==> src/rtl/rc_unit_vc.sv <==
// Per-input-port route computation (XY/YX, mesh or torus) with a route held per VC from head to tail.
// Route is valid one cycle after the head edge; no backpressure, one head and one tail accepted every cycle.
module rc_unit_vc #(
    parameter int MESH_SIZE_X  = 4,
    parameter int MESH_SIZE_Y  = 4,
    parameter int X_CURRENT    = MESH_SIZE_X / 2,
    parameter int Y_CURRENT    = MESH_SIZE_Y / 2,
    parameter int VC_NUM       = 2,
    parameter int ROUTING_MODE = 0,
    parameter int TORUS        = 0,
    localparam int XW = (MESH_SIZE_X > 1) ? $clog2(MESH_SIZE_X) : 1,
    localparam int YW = (MESH_SIZE_Y > 1) ? $clog2(MESH_SIZE_Y) : 1,
    localparam int VW = (VC_NUM > 1) ? $clog2(VC_NUM) : 1
) (
    input  logic                  clk,
    input  logic                  rst,
    input  logic                  head_valid_i,
    input  logic [VW-1:0]         head_vc_i,
    input  logic [XW-1:0]         x_dest_i,
    input  logic [YW-1:0]         y_dest_i,
    input  logic                  tail_valid_i,
    input  logic [VW-1:0]         tail_vc_i,
    output logic [VC_NUM-1:0]     route_valid_o,
    output logic [VC_NUM*3-1:0]   out_port_o,
    output logic                  error_o
);

    localparam logic [2:0] P_CENTER = 3'd0;
    localparam logic [2:0] P_LEFT   = 3'd1;
    localparam logic [2:0] P_RIGHT  = 3'd2;
    localparam logic [2:0] P_UP     = 3'd3;
    localparam logic [2:0] P_DOWN   = 3'd4;

    localparam int XHALF = MESH_SIZE_X / 2;
    localparam int YHALF = MESH_SIZE_Y / 2;
    localparam logic [XW:0] XN = MESH_SIZE_X[XW:0];
    localparam logic [YW:0] YN = MESH_SIZE_Y[YW:0];
    localparam logic [XW:0] XC = X_CURRENT[XW:0];
    localparam logic [YW:0] YC = Y_CURRENT[YW:0];
    localparam logic [XW:0] XH = XHALF[XW:0];
    localparam logic [YW:0] YH = YHALF[YW:0];

    typedef enum logic [1:0] {
        S_IDLE,
        S_ROUTED,
        S_LAST
    } state_t;

    state_t      state_q [VC_NUM];
    state_t      state_d [VC_NUM];
    logic [2:0]  port_q  [VC_NUM];
    logic [2:0]  port_d  [VC_NUM];
    logic        error_q;
    logic        error_d;

    logic [XW:0]       x_ext;
    logic [XW:0]       dx;
    logic [YW:0]       y_ext;
    logic [YW:0]       dy;
    logic [2:0]        dir_x;
    logic [2:0]        dir_y;
    logic [2:0]        new_port;
    logic              dest_ok;
    logic [VC_NUM-1:0] head_hit;
    logic [VC_NUM-1:0] tail_hit;

    // Torus offsets are (dest - cur) mod N; adding N once replaces the divider since |dest - cur| < N.
    always_comb begin
        x_ext = {1'b0, x_dest_i};
        y_ext = {1'b0, y_dest_i};
        dx    = (x_ext >= XC) ? (x_ext - XC) : (x_ext + XN - XC);
        dy    = (y_ext >= YC) ? (y_ext - YC) : (y_ext + YN - YC);
        dir_x = P_CENTER;
        dir_y = P_CENTER;
        if (TORUS != 0) begin
            if (dx != '0) dir_x = (dx <= XH) ? P_RIGHT : P_LEFT;
            if (dy != '0) dir_y = (dy <= YH) ? P_DOWN : P_UP;
        end else begin
            if (x_ext < XC)      dir_x = P_LEFT;
            else if (x_ext > XC) dir_x = P_RIGHT;
            if (y_ext < YC)      dir_y = P_UP;
            else if (y_ext > YC) dir_y = P_DOWN;
        end
        if (ROUTING_MODE == 0) new_port = (dir_x != P_CENTER) ? dir_x : dir_y;
        else                   new_port = (dir_y != P_CENTER) ? dir_y : dir_x;
        dest_ok = (x_ext < XN) && (y_ext < YN);
    end

    always_comb begin
        head_hit = '0;
        tail_hit = '0;
        for (int v = 0; v < VC_NUM; v++) begin
            head_hit[v] = head_valid_i && (head_vc_i == VW'(v));
            tail_hit[v] = tail_valid_i && (tail_vc_i == VW'(v));
        end
    end

    always_comb begin
        error_d = 1'b0;
        for (int v = 0; v < VC_NUM; v++) begin
            state_d[v] = state_q[v];
            port_d[v]  = port_q[v];
            case (state_q[v])
                S_IDLE, S_LAST: begin
                    // A single-flit route lives one cycle; a tail with no packet in flight is an error.
                    state_d[v] = S_IDLE;
                    if (head_hit[v]) begin
                        if (dest_ok) begin
                            state_d[v] = tail_hit[v] ? S_LAST : S_ROUTED;
                            port_d[v]  = new_port;
                        end else begin
                            error_d = 1'b1;
                        end
                    end else if (tail_hit[v]) begin
                        error_d = 1'b1;
                    end
                end
                S_ROUTED: begin
                    if (tail_hit[v]) begin
                        state_d[v] = S_IDLE;
                        if (head_hit[v]) begin
                            if (dest_ok) begin
                                state_d[v] = S_ROUTED;
                                port_d[v]  = new_port;
                            end else begin
                                error_d = 1'b1;
                            end
                        end
                    end else if (head_hit[v]) begin
                        error_d = 1'b1;
                    end
                end
                default: state_d[v] = S_IDLE;
            endcase
        end
    end

    always_ff @(posedge clk or negedge rst) begin
        if (!rst) begin
            for (int v = 0; v < VC_NUM; v++) begin
                state_q[v] <= S_IDLE;
                port_q[v]  <= P_CENTER;
            end
            error_q <= 1'b0;
        end else begin
            for (int v = 0; v < VC_NUM; v++) begin
                state_q[v] <= state_d[v];
                port_q[v]  <= port_d[v];
            end
            error_q <= error_d;
        end
    end

    always_comb begin
        route_valid_o = '0;
        out_port_o    = '0;
        for (int v = 0; v < VC_NUM; v++) begin
            route_valid_o[v]     = (state_q[v] != S_IDLE);
            out_port_o[v*3 +: 3] = port_q[v];
        end
    end

    assign error_o = error_q;

endmodule

==> config.mk <==
export PLATFORM = sky130hd
export DESIGN_NAME = rc_unit_vc
export DESIGN_NICKNAME = d
export VERILOG_FILES = /design/src/rtl/rc_unit_vc.sv
export SDC_FILE = /design/constraint.sdc
export NUM_CORES = 1
export LEC_CHECK = 0
export ABC_AREA = 1
export CORE_MARGIN = 1.5
export CORE_UTILIZATION = 38
export DETAILED_ROUTE_END_ITERATION = 10
export GPL_TIMING_DRIVEN = 0
export HOLD_SLACK_MARGIN = 0.03
export PLACE_DENSITY = 0.76
export SLEW_MARGIN = 20
export SYNTH_ARGS = -nofsm -noshare
export SYNTH_HDL_FRONTEND = slang
export SYNTH_SLANG_ARGS = --single-unit
==> constraint.sdc <==
create_clock -name clk -period 2.4 [get_ports clk]
set_input_delay 0.36 -clock clk [delete_from_list [all_inputs] [get_ports clk]]
set_output_delay 0.36 -clock clk [all_outputs]
set_load 0.05 [all_outputs]
==> flow_metrics.tcl <==
set metrics [dict create \
    register_area_um2 275 \
    netlist_area_um2 581 \
    drtIter0Drc 4 \
    postCtsHoldBufs 0 \
    hold_class "input pin to asynchronous set/reset pin" \
    yosysTopAreaCell "dfrtp_1" \
    diodes 0 \
    worst_path_largest_cell_delay_ns 0.70 \
    crit_type "flip-flop to output pin" \
    drc 0 \
    critPathTopFamily "buffers and inverters" \
    worst_pin_slew_ns 0.496 \
    start_kind "flip-flop" \
    final_cell_mix "nand2_1, clkdlybuf4s50_1, nand3_1" \
    die_y_um 42.1 \
    ios 19 \
    ys_types 16 \
    worstPathCellList "or2_2 > clkdlybuf4s50_1" \
    vdd_drop_max_mv 0.448 \
    antenna_found_initial 0 \
    fmax_ghz 0.488 \
    slew-limit-headroom 0.668 \
    vias 524 \
    wl_um 1120 \
    final.min_clock_period_ns 2.05 \
    critPathMaxFanout 3 \
    rsz0062_at_grt "no" \
    holdWs_ns 0.416 \
    cp.arrival_ns 1.69 \
    areaGrowthSynthToFinish_pct 39.0 \
    yosysWarnings 0 \
    dp_hpwl_um 928 \
    place_congestion 0.747 \
    grt_pass1_wl_um 1930 \
    postLayoutCoreUtil 0.591 \
    hold_violations 0 \
    ant_nets 0 \
    final.setup.tns_ns 0 \
    cts_made_buffers 3 \
    place_area_um2 779 \
    setup_viol 0 \
    rr_startpoint "state_q[2]" \
    final_max_slew_viol_count 0 \
    syn_inst 73 \
    core-area_um2 1370 \
    start_util 0.425 \
    synth-seq-cells 11 \
    cts_tree "done" \
    postCtsSetupBuffers 0 \
    fillers 127 \
    drt_first_pass_iters 3 \
    grt_pass1_vias 489 \
    grt_overflow 0 \
    skew_ns 0.00359 \
    cts_root_buffer "clkbuf_4" \
    fin_area_um2 807 \
    h-tree-depth 1 \
    cts.sinks 11 \
    startpoint "state_q[3]" \
    min_period_over_period 0.853 \
    multi_input_area_um2 268 \
    status "finished, final reports clean" \
    drive_above_1_share 0.189 \
    synth_fp_nets 83 \
    critPathSlowestCell "clkdlybuf4s50_1" \
    cellPowerDensity_nw_per_um2 808 \
    clockBufferDepth 2 \
    crit_buf_inv 1 \
    grt_use_total 0.143 \
    p_leak_nw 0.407 \
    cts_resized 0 \
    die_x_um 42.1 \
    grt_max_degree 12 \
    rows 13 \
    synth_top_area_share 0.474 \
    wl_per_cell_um 10.2 \
    synth_area_leaders "dfrtp_1, nand2_1, nand3_1" \
    maxCapViolations 0 \
    vias_per_cell 4.76 \
    layout_commonest_cell "nand2_1" \
    clkTransAtPathRegs_ns 0.08 \
    required_ns 2.04 \
    portBuffers 18 \
    nets 106 \
    die_area_um2 1770 \
    crit_path_end_kind "output pin" \
    syn_area_per_cell_um2 7.95 \
    clk_latency_ns 0.27 \
    seq_area_frac_synth 0.474 \
]
per-stage QoR:
step                      std cells  power (mW)  setup WS [ns]
after floorplan                  73       0.430           1.22
after global placement          106       0.524          0.659
after detailed placement        106       0.529          0.644
after CTS                       110       0.660          0.335
after global routing            110       0.684          0.301
final                           110       0.652          0.352
kinds of logic after synthesis:
kind of cell | share of synthesized area
buffers and inverters | 0.0647
AOI/OAI and AO/OA | 0.0452
and+or+nand+nor | 0.416
DFF | 0.474
worst paths after layout:
| path | to | slack (ns) | cells after the start |
|---|---|---|---|
| max | route_valid_o[0] | 0.35 | 2 |
| min | error_o | 0.42 | 1 |
| max reg2reg | out_port_o[2] | 1.40 | 6 |
| min reg2reg | out_port_o[1] | 0.47 | 2 |
| max in group asynchronous | out_port_o[4] | 1.65 | 1 |
| min in group clk | out_port_o[1] | 0.47 | 2 |
where the power goes:
group	internal, mW	switching [mW]	leakage (nW)
combinational	0.0972	0.186	0.249
sequential	0.217	0.0234	0.141
clock	0.0616	0.0673	0.0177
Yosys cell counts:
cell      count
nand3_1      13
nor2_4        2
inv_2         5
nand3_2       1
nand2_4       2
dfrtp_1      11
o21ai_2       1
nand2_2       2
nor2_1        3
nand2_1      23
inv_1         5
a21boi_0      1
o21ai_0       1
a21oi_1       1
nor3_1        1
or2_2         1
metal layers:
metal	track usage	part of all wire
met2	0.225	0.50
met5	0	0
met3	0.0302	0.038
met1	0.184	0.46
met4	0.0750	0.0036
registers in the layout, indices dropped and copies added (netlist names):
name        cells
state_q         4
out_port_o      6
error_o         1
layout make-up:
class,count,area share
Sequential cell,11,0.341
Multi-Input combinational cell,52,0.332
Timing Repair Buffer,18,0.223
Inverter,10,0.0465
Clock buffer,3,0.0279
Tap cell,15,0.0233
Clock inverter,1,0.00620
(Power assumes the default switching activity.)
